File: src/rtl/video_pkg.sv
// Shared register offsets, Tandy index map and wait-state FSM encoding for the video I/O block.
package video_pkg;

  localparam logic [3:0] OFS_CTRL   = 4'h8;
  localparam logic [3:0] OFS_COLOR  = 4'h9;
  localparam logic [3:0] OFS_STATUS = 4'hA;
  localparam logic [3:0] OFS_DATA   = 4'hE;

  localparam logic [4:0] IDX_BORDER = 5'h02;
  localparam logic [4:0] IDX_MODE   = 5'h03;
  localparam logic [4:0] IDX_PAL    = 5'h10;

  typedef enum logic [1:0] {
    WS_IDLE   = 2'd0,
    WS_WAIT_A = 2'd1,
    WS_WAIT_B = 2'd2,
    WS_READY  = 2'd3
  } wait_state_e;

endpackage

File: src/rtl/isa_wait_gen.sv
// ISA memory wait-state generator: pulls ready low from the edge an access is seen until the
// sequencer passes the start/end phases, or a cycle timeout expires; drops out when the access ends.
module isa_wait_gen
  import video_pkg::*;
#(
  parameter logic [4:0] WAIT_START = 5'd17,
  parameter logic [4:0] WAIT_END   = 5'd20,
  parameter logic [7:0] WAIT_MAX   = 8'd64
) (
  input  logic       i_clk,
  input  logic       i_reset,
  input  logic       i_acc,
  input  logic [4:0] i_clk_seq,
  output logic       o_bus_rdy
);

  wait_state_e r_state;
  wait_state_e w_state_nxt;
  logic [7:0]  r_cnt;
  logic        w_timeout;
  logic        w_bus_rdy;

  // The edge that takes the count to WAIT_MAX is the edge that enters READY.
  assign w_timeout = (r_cnt == (WAIT_MAX - 8'd1));

  always_ff @(posedge i_clk or posedge i_reset) begin
    if (i_reset) begin
      r_state <= WS_IDLE;
      r_cnt   <= 8'd0;
    end else begin
      r_state <= w_state_nxt;
      if (r_state == WS_IDLE) begin
        r_cnt <= 8'd0;
      end else if ((r_state == WS_WAIT_A) || (r_state == WS_WAIT_B)) begin
        r_cnt <= r_cnt + 8'd1;
      end
    end
  end

  always_comb begin
    w_state_nxt = r_state;
    w_bus_rdy   = 1'b1;
    case (r_state)
      WS_IDLE: begin
        if (i_acc) w_state_nxt = WS_WAIT_A;
      end
      WS_WAIT_A: begin
        w_bus_rdy = 1'b0;
        if (!i_acc)                       w_state_nxt = WS_IDLE;
        else if (w_timeout)               w_state_nxt = WS_READY;
        else if (i_clk_seq == WAIT_START) w_state_nxt = WS_WAIT_B;
      end
      WS_WAIT_B: begin
        w_bus_rdy = 1'b0;
        if (!i_acc)                     w_state_nxt = WS_IDLE;
        else if (w_timeout)             w_state_nxt = WS_READY;
        else if (i_clk_seq == WAIT_END) w_state_nxt = WS_READY;
      end
      WS_READY: begin
        if (!i_acc) w_state_nxt = WS_IDLE;
      end
      default: w_state_nxt = WS_IDLE;
    endcase
  end

  assign o_bus_rdy = w_bus_rdy;

endmodule

File: src/rtl/video_io_regs.sv
// ISA register block for the CGA/Tandy video path: I/O decode, mode/colour/Tandy/palette registers
// and optional memory wait states. A write strobe lands exactly once, 3 clks after iow_l falls.
module video_io_regs
  import video_pkg::*;
#(
  parameter logic [15:0] IO_BASE_ADDR = 16'h3D0,
  parameter int unsigned PAL_DEPTH    = 16,
  parameter bit          AUTO_INC     = 1'b0,
  parameter bit          USE_BUS_WAIT = 1'b0,
  parameter logic [4:0]  WAIT_START   = 5'd17,
  parameter logic [4:0]  WAIT_END     = 5'd20,
  parameter logic [7:0]  WAIT_MAX     = 8'd64,
  parameter logic [7:0]  CTRL_RESET   = 8'h29
) (
  input  logic                   clk,
  input  logic                   reset,
  input  logic [15:0]            bus_a,
  input  logic [7:0]             bus_d,
  input  logic                   bus_ior_l,
  input  logic                   bus_iow_l,
  input  logic                   bus_memr_l,
  input  logic                   bus_memw_l,
  input  logic                   bus_aen,
  input  logic                   mem_cs,
  input  logic [4:0]             clk_seq,
  input  logic                   vsync_l,
  input  logic                   display_enable,
  input  logic [7:0]             crtc_rd_data,
  output logic                   crtc_cs,
  output logic [7:0]             bus_out,
  output logic                   bus_dir,
  output logic                   bus_rdy,
  output logic [7:0]             ctrl_reg,
  output logic [7:0]             color_reg,
  output logic [3:0]             border_color,
  output logic [7:0]             tandy_mode,
  output logic [4*PAL_DEPTH-1:0] palette_flat,
  output logic                   palette_wr
);

  logic       r_iow_s1, r_iow_s2, r_iow_s3;
  logic       r_vs_s1, r_vs_s2, r_de_s1, r_de_s2;
  logic [7:0] r_ctrl, r_color, r_mode;
  logic [3:0] r_border;
  logic [4:0] r_index;
  logic       r_pal_wr;
  logic [3:0] r_pal [PAL_DEPTH];

  logic       w_io_hit, w_crtc_cs, w_status_hit;
  logic [3:0] w_ofs;
  logic       w_wr_pulse, w_wr_ctrl, w_wr_color, w_wr_index, w_wr_data, w_wr_pal;
  logic       w_pal_hit, w_pal_last;
  logic       w_acc;

  assign w_ofs        = bus_a[3:0];
  assign w_io_hit     = ~bus_aen & (bus_a[15:4] == IO_BASE_ADDR[15:4]);
  assign w_crtc_cs    = ~bus_aen & (bus_a[15:3] == IO_BASE_ADDR[15:3]);
  assign w_status_hit = w_io_hit & (w_ofs == OFS_STATUS);

  // Falling edge of the synchronised strobe gives one pulse however long iow_l is held.
  assign w_wr_pulse = r_iow_s3 & ~r_iow_s2;
  assign w_wr_ctrl  = w_wr_pulse & w_io_hit & (w_ofs == OFS_CTRL);
  assign w_wr_color = w_wr_pulse & w_io_hit & (w_ofs == OFS_COLOR);
  assign w_wr_index = w_wr_pulse & w_io_hit & (w_ofs == OFS_STATUS);
  assign w_wr_data  = w_wr_pulse & w_io_hit & (w_ofs == OFS_DATA);

  assign w_pal_hit  = r_index[4] & ({1'b0, r_index[3:0]} < 5'(PAL_DEPTH));
  assign w_pal_last = (r_index[3:0] == 4'(PAL_DEPTH - 1));
  assign w_wr_pal   = w_wr_data & w_pal_hit;

  always_ff @(posedge clk or posedge reset) begin
    if (reset) begin
      r_iow_s1 <= 1'b1;
      r_iow_s2 <= 1'b1;
      r_iow_s3 <= 1'b1;
      r_vs_s1  <= 1'b1;
      r_vs_s2  <= 1'b1;
      r_de_s1  <= 1'b0;
      r_de_s2  <= 1'b0;
    end else begin
      r_iow_s1 <= bus_iow_l;
      r_iow_s2 <= r_iow_s1;
      r_iow_s3 <= r_iow_s2;
      r_vs_s1  <= vsync_l;
      r_vs_s2  <= r_vs_s1;
      r_de_s1  <= display_enable;
      r_de_s2  <= r_de_s1;
    end
  end

  always_ff @(posedge clk or posedge reset) begin
    if (reset) begin
      r_ctrl   <= CTRL_RESET;
      r_color  <= 8'h00;
      r_border <= 4'h0;
      r_mode   <= 8'h00;
      r_index  <= 5'h00;
      r_pal_wr <= 1'b0;
    end else begin
      r_pal_wr <= w_wr_pal;
      if (w_wr_ctrl)  r_ctrl  <= bus_d;
      if (w_wr_color) r_color <= bus_d;
      if (w_wr_index) begin
        r_index <= bus_d[4:0];
      end else if (w_wr_pal && AUTO_INC) begin
        r_index <= w_pal_last ? IDX_PAL : (r_index + 5'd1);
      end
      if (w_wr_data && (r_index == IDX_BORDER)) r_border <= bus_d[3:0];
      if (w_wr_data && (r_index == IDX_MODE))   r_mode   <= bus_d;
    end
  end

  always_ff @(posedge clk or posedge reset) begin
    if (reset) begin
      for (int unsigned i = 0; i < PAL_DEPTH; i++) r_pal[i] <= 4'(i);
    end else begin
      for (int unsigned i = 0; i < PAL_DEPTH; i++) begin
        if (w_wr_pal && (r_index[3:0] == 4'(i))) r_pal[i] <= bus_d[3:0];
      end
    end
  end

  for (genvar gi = 0; gi < PAL_DEPTH; gi++) begin : g_pal
    assign palette_flat[4*gi +: 4] = r_pal[gi];
  end

  always_comb begin
    bus_out = 8'h00;
    if (w_status_hit) begin
      bus_out = {4'hF, r_vs_s2, 2'b10, ~r_de_s2};
    end else if (w_crtc_cs && bus_a[0]) begin
      bus_out = crtc_rd_data;
    end
  end

  assign bus_dir = (w_crtc_cs | w_status_hit) & ~bus_ior_l;
  assign w_acc   = mem_cs & (~bus_memr_l | ~bus_memw_l);

  if (USE_BUS_WAIT) begin : g_wait
    isa_wait_gen #(
      .WAIT_START(WAIT_START),
      .WAIT_END  (WAIT_END),
      .WAIT_MAX  (WAIT_MAX)
    ) u_wait (
      .i_clk    (clk),
      .i_reset  (reset),
      .i_acc    (w_acc),
      .i_clk_seq(clk_seq),
      .o_bus_rdy(bus_rdy)
    );
  end else begin : g_no_wait
    logic w_unused_wait;
    assign w_unused_wait = ^{w_acc, clk_seq};
    assign bus_rdy       = 1'b1;
  end

  assign crtc_cs      = w_crtc_cs;
  assign ctrl_reg     = r_ctrl;
  assign color_reg    = r_color;
  assign border_color = r_border;
  assign tandy_mode   = r_mode;
  assign palette_wr   = r_pal_wr;

endmodule

File: config.mk
export PLATFORM = sky130hd
export DESIGN_NAME = video_io_regs
export DESIGN_NICKNAME = d
export VERILOG_FILES = /design/src/rtl/video_pkg.sv /design/src/rtl/isa_wait_gen.sv /design/src/rtl/video_io_regs.sv
export SDC_FILE = /design/constraint.sdc
export NUM_CORES = 1
export LEC_CHECK = 0
export BUFFER_PORTS_ARGS = -buffer_cell sky130_fd_sc_hd__buf_4
export CORE_ASPECT_RATIO = 0.7
export CORE_MARGIN = 10
export CORE_UTILIZATION = 48
export DETAILED_ROUTE_END_ITERATION = 8
export HOLD_SLACK_MARGIN = 0.15
export PLACE_DENSITY = 0.73
export SLEW_MARGIN = 5
export SYNTH_ARGS = -nofsm -noshare
export SYNTH_HDL_FRONTEND = slang
export SYNTH_SLANG_ARGS = --single-unit
export TNS_END_PERCENT = 10
File: constraint.sdc
create_clock -name clk -period 4.55 [get_ports clk]
set_input_delay 0.6825 -clock clk [delete_from_list [all_inputs] [get_ports clk]]
set_output_delay 0.6825 -clock clk [all_outputs]
set_load 0.02 [all_outputs]
==> flow_summary.yaml <==
worst_setup_path:
  type_of_the_worst_setup_path: "input port to primary output"
  worstPathMaxFanout: 11
  timing.critical_path.from: "bus_a[11]"
  regToRegStartpoint: "r_iow_s3$_DFF_PP1_"
  timing.critical_path.mode_cell: "sky130_fd_sc_hd__buf_4"
  worst_ep_arrival_time_ps: 2200
  timing.critical_path.from_type: "input port"
  timing.critical_path.to_type: "primary output"
  timing.critical_path.required_ps: 3870
  worst_r2r_endpoint: "palette_flat[0]$_DFFE_PP0P_"
  crit_slowest_cell: "sky130_fd_sc_hd__nand4_1"
  crit_path_end: "bus_dir"
  cp_cell_sequence: "buf_4 -> nor4_4 -> nand4_1 -> a211oi_1 -> buf_4"
  critical_path.max_stage_delay_ps: 450
  worst_r2r_path_depth: 4
  reg2reg_setup_slack_ps: 2100
die:
  chipHeight_um: 102
  placeableCoreArea_um2: 9180
  start_util_pct: 49.7
  floorplan.rows: 29
  die_w_um: 137
  fp.dieArea_um2: 13900
  io_pins: 151
logic_synthesis:
  total_number_of_yosys_warnings: 0
  leading_cell_type_by_number_of_instances_after_synthesis: "sky130_fd_sc_hd__mux2_2"
  synth_cells: 292
  synthesis.area_um2: 4560
  synth_sequential_area_ratio_pct: 58.7
  avgSynthCellArea_um2: 15.6
  post_synth_num_cell_types: 34
  synth.largest_area_cell: "sky130_fd_sc_hd__dfrtp_1"
  synth_edf_count: 0
  ys_top_cells_by_area: "sky130_fd_sc_hd__dfrtp_1 36%, sky130_fd_sc_hd__dfstp_2 23%, sky130_fd_sc_hd__mux2_2 21%"
  post_synth_most_frequent_cells: "84 x sky130_fd_sc_hd__mux2_2, 65 x sky130_fd_sc_hd__dfrtp_1, 40 x sky130_fd_sc_hd__dfstp_2"
  syn_nets: 339
  ys.flop_type: "sky130_fd_sc_hd__dfrtp_1"
  share_of_async_settable_or_async_resettable_flops_after_synthesis_pct: 100
  number_of_flip_flops_and_latches_in_the_synthesized_netlist: 105
  netlist.area_leader.share_pct: 35.7
grt:
  wire_length_of_the_first_global_routing_pass_mm: 17.5
  first_global_vias: 3168
  globalRouteTotalUtil_pct: 16.1
  sum_of_overflow_across_all_layers_after_global_routing: 0
  number_of_antenna_violations_at_the_first_check_in_global_routing: 0
  grt_max_degree: 71
power_and_ir_drop:
  comb_power_share_pct: 3.9
  irDropWorstVdd_v: 0.000205
  power.sequential.fraction_pct: 51.3
  net-switching-power_mw: 0.355
  p_leak_nw: 3.07
  internal-power_mw: 1.48
  relative_contribution_of_the_clock_network_to_total_power_pct: 44.8
  total_power_mw: 1.83
  swShare_pct: 19.4
  p_per_area_nw_per_um2: 305
clocking:
  cts_root_buffer: "sky130_fd_sc_hd__clkbuf_16"
  cts-resized-gates: 0
  clk-insertion-delay-late_ps: 340
  htreeDepth: 3
  cts-buffers-inserted: 9
  clkSinkCount: 105
  cts.path.max_buffers: 2
  tritoncts: "built"
  cts.hold.buffers_added: 0
  cts_setup_buffers: 0
  worst_setup_hold_path_clk_slew_ps: 60
sta:
  slew_viol_final: 0
  final_min_period_over_clock_period_pct: 63.4
  fin_skew_ps: 6.71
  fin_ws_ps: 1660
  grt_setup_unrepaired: "no"
  post-route-min-period_ps: 2890
  max_slew.worst_pin.slew_ps: 839
  tns_ps: 0
  count_of_final_setup_violators: 0
  final_hold_viol_count: 0
  normalized_max_slew_margin_pct: 43.6
  max_freq_ghz: 0.347
drt:
  vias: 2848
  postRouteAntennaNets: 0
  met2RoutedLength_mm: 5.40
  wl_per_cell_um: 19.9
  wirelength_mm: 11.1
  wl_met3_um: 977
  topRoutingLayerUsed: "met4"
  drt_pass1_iterations: 4
  wirelength_met1_mm: 4.60
  number_of_drc_violations_after_detailed_routing_iteration_0: 106
  via_per_instance_ratio: 5.13
  drt_drc_violations_left: 0
cells_and_area:
  areaGrowthSynthToFinish_pct: 32.0
  layout.cells.non_filler: 555
  n_antenna_cell: 0
  number_of_filler_instances_in_the_final_layout: 686
  post_route_cells_drive_above_1_share_pct: 72.6
  finish.net_count: 473
  largest_register_ffs: 64
run_status:
  run_status: "finished clean"
place:
  dp_hpwl_mm: 8.35
  dp.cells: 539
  finalWeightedCongestion: 0.808
  portBuffers: 141
  place_ws_ps: 1580
worst_hold_path:
  type_of_the_most_critical_hold_path: "flop to flop"
job:
  max_cap_violations: 0
[cells in the final DEF (no fill, tap or decap), types with 2 or more instances in the layout]
master / synthesis / final
sky130_fd_sc_hd__nand4_1: 2 / 2
sky130_fd_sc_hd__nor3b_2: 2 / 2
sky130_fd_sc_hd__nor2_1: 5 / 5
sky130_fd_sc_hd__inv_1: 4 / 3
sky130_fd_sc_hd__nand3_1: 2 / 2
sky130_fd_sc_hd__buf_4: 3 / 142
sky130_fd_sc_hd__mux2_4: 12 / 12
sky130_fd_sc_hd__nor4_4: 14 / 14
sky130_fd_sc_hd__nor2b_1: 3 / 3
sky130_fd_sc_hd__clkbuf_8: 0 / 2
sky130_fd_sc_hd__or3_1: 2 / 2
sky130_fd_sc_hd__a2bb2oi_1: 2 / 2
sky130_fd_sc_hd__mux2_2: 84 / 84
sky130_fd_sc_hd__a21oi_1: 5 / 5
sky130_fd_sc_hd__or4_1: 3 / 3
sky130_fd_sc_hd__clkbuf_1: 11 / 3
sky130_fd_sc_hd__nand2_1: 10 / 10
sky130_fd_sc_hd__or2_2: 2 / 2
sky130_fd_sc_hd__nand2b_1: 4 / 4
sky130_fd_sc_hd__dfrtp_1: 65 / 65
sky130_fd_sc_hd__dfstp_2: 40 / 40
sky130_fd_sc_hd__bufinv_16: 0 / 2
sky130_fd_sc_hd__clkbuf_16: 0 / 9
[worst min-delay path by stage]
| stage | startpoint | to | slack (ps) | cells after the start |
|---|---|---|---|---|
| after floorplan | r_de_s1$_DFF_PP0_ | r_de_s2$_DFF_PP0_ | 330 | 0 |
| after detailed placement | r_de_s1$_DFF_PP0_ | r_de_s2$_DFF_PP0_ | 340 | 0 |
| final | r_de_s1$_DFF_PP0_ | r_de_s2$_DFF_PP0_ | 350 | 0 |
| after CTS | r_de_s1$_DFF_PP0_ | r_de_s2$_DFF_PP0_ | 350 | 0 |
| after global routing | r_de_s1$_DFF_PP0_ | r_de_s2$_DFF_PP0_ | 360 | 0 |
| after global placement | r_de_s1$_DFF_PP0_ | r_de_s2$_DFF_PP0_ | 340 | 0 |
[power groups by stage]
| stage | clock network (mW) | registers [mW] | logic [mW] |
|---|---|---|---|
| after detailed placement | 0 | 0.957 | 0.0726 |
| after floorplan | 0 | 0.957 | 0.0315 |
| after global placement | 0 | 0.957 | 0.0708 |
| after global routing | 0.885 | 0.940 | 0.0786 |
| after CTS | 0.847 | 0.941 | 0.0726 |
| final | 0.823 | 0.941 | 0.0711 |
[logic make-up (layout without fill, tap and decap cells)]
logic type / after synthesis / in the layout / share of synthesized area, %
simple gates: 58 / 58 / 12.9
other cells: 1 / 1 / 0.0822
flops: 105 / 105 / 58.7
mux: 97 / 97 / 24.9
compound gates: 8 / 8 / 1.10
buf+inv: 23 / 162 / 2.25
[critical path: cells and delay by family]
| family | cells | cell delay, ps |
|---|---|---|
| AND/OR/NAND/NOR | 2 | 840 |
| buffers and inverters | 2 | 310 |
| AO/OA/AOI/OAI | 1 | 370 |
[through the flow]
step | instance area, um2 | utilization, % | hold slack [ps]
after global routing | 6020 | 65.6 | 359
after floorplan | 4560 | - | 331
after CTS | 6020 | 65.6 | 350
after detailed placement | 5700 | 62.1 | 337
after global placement | 5700 | 62.1 | 336
final | 6020 | 65.6 | 347
[layout make-up]
class	instances	area, um2	area share (%)
repair buffers	142	1070	17.7
clock buffers	14	264	4.38
flip-flops and latches	105	2680	44.5
multi-input cells	164	1780	29.6
well taps	124	155	2.58
inverters	4	17.5	0.291
clock inverters	2	60.1	0.997
[layer usage]
metal  track usage, %  vias to the layer above
li1                 -                     1305
met1             19.0                     1445
met2             26.6                       89
met3             6.58                        9
met4             4.98                        0
met5                0                        -
Note: power is estimated with default switching activity, not from simulation.
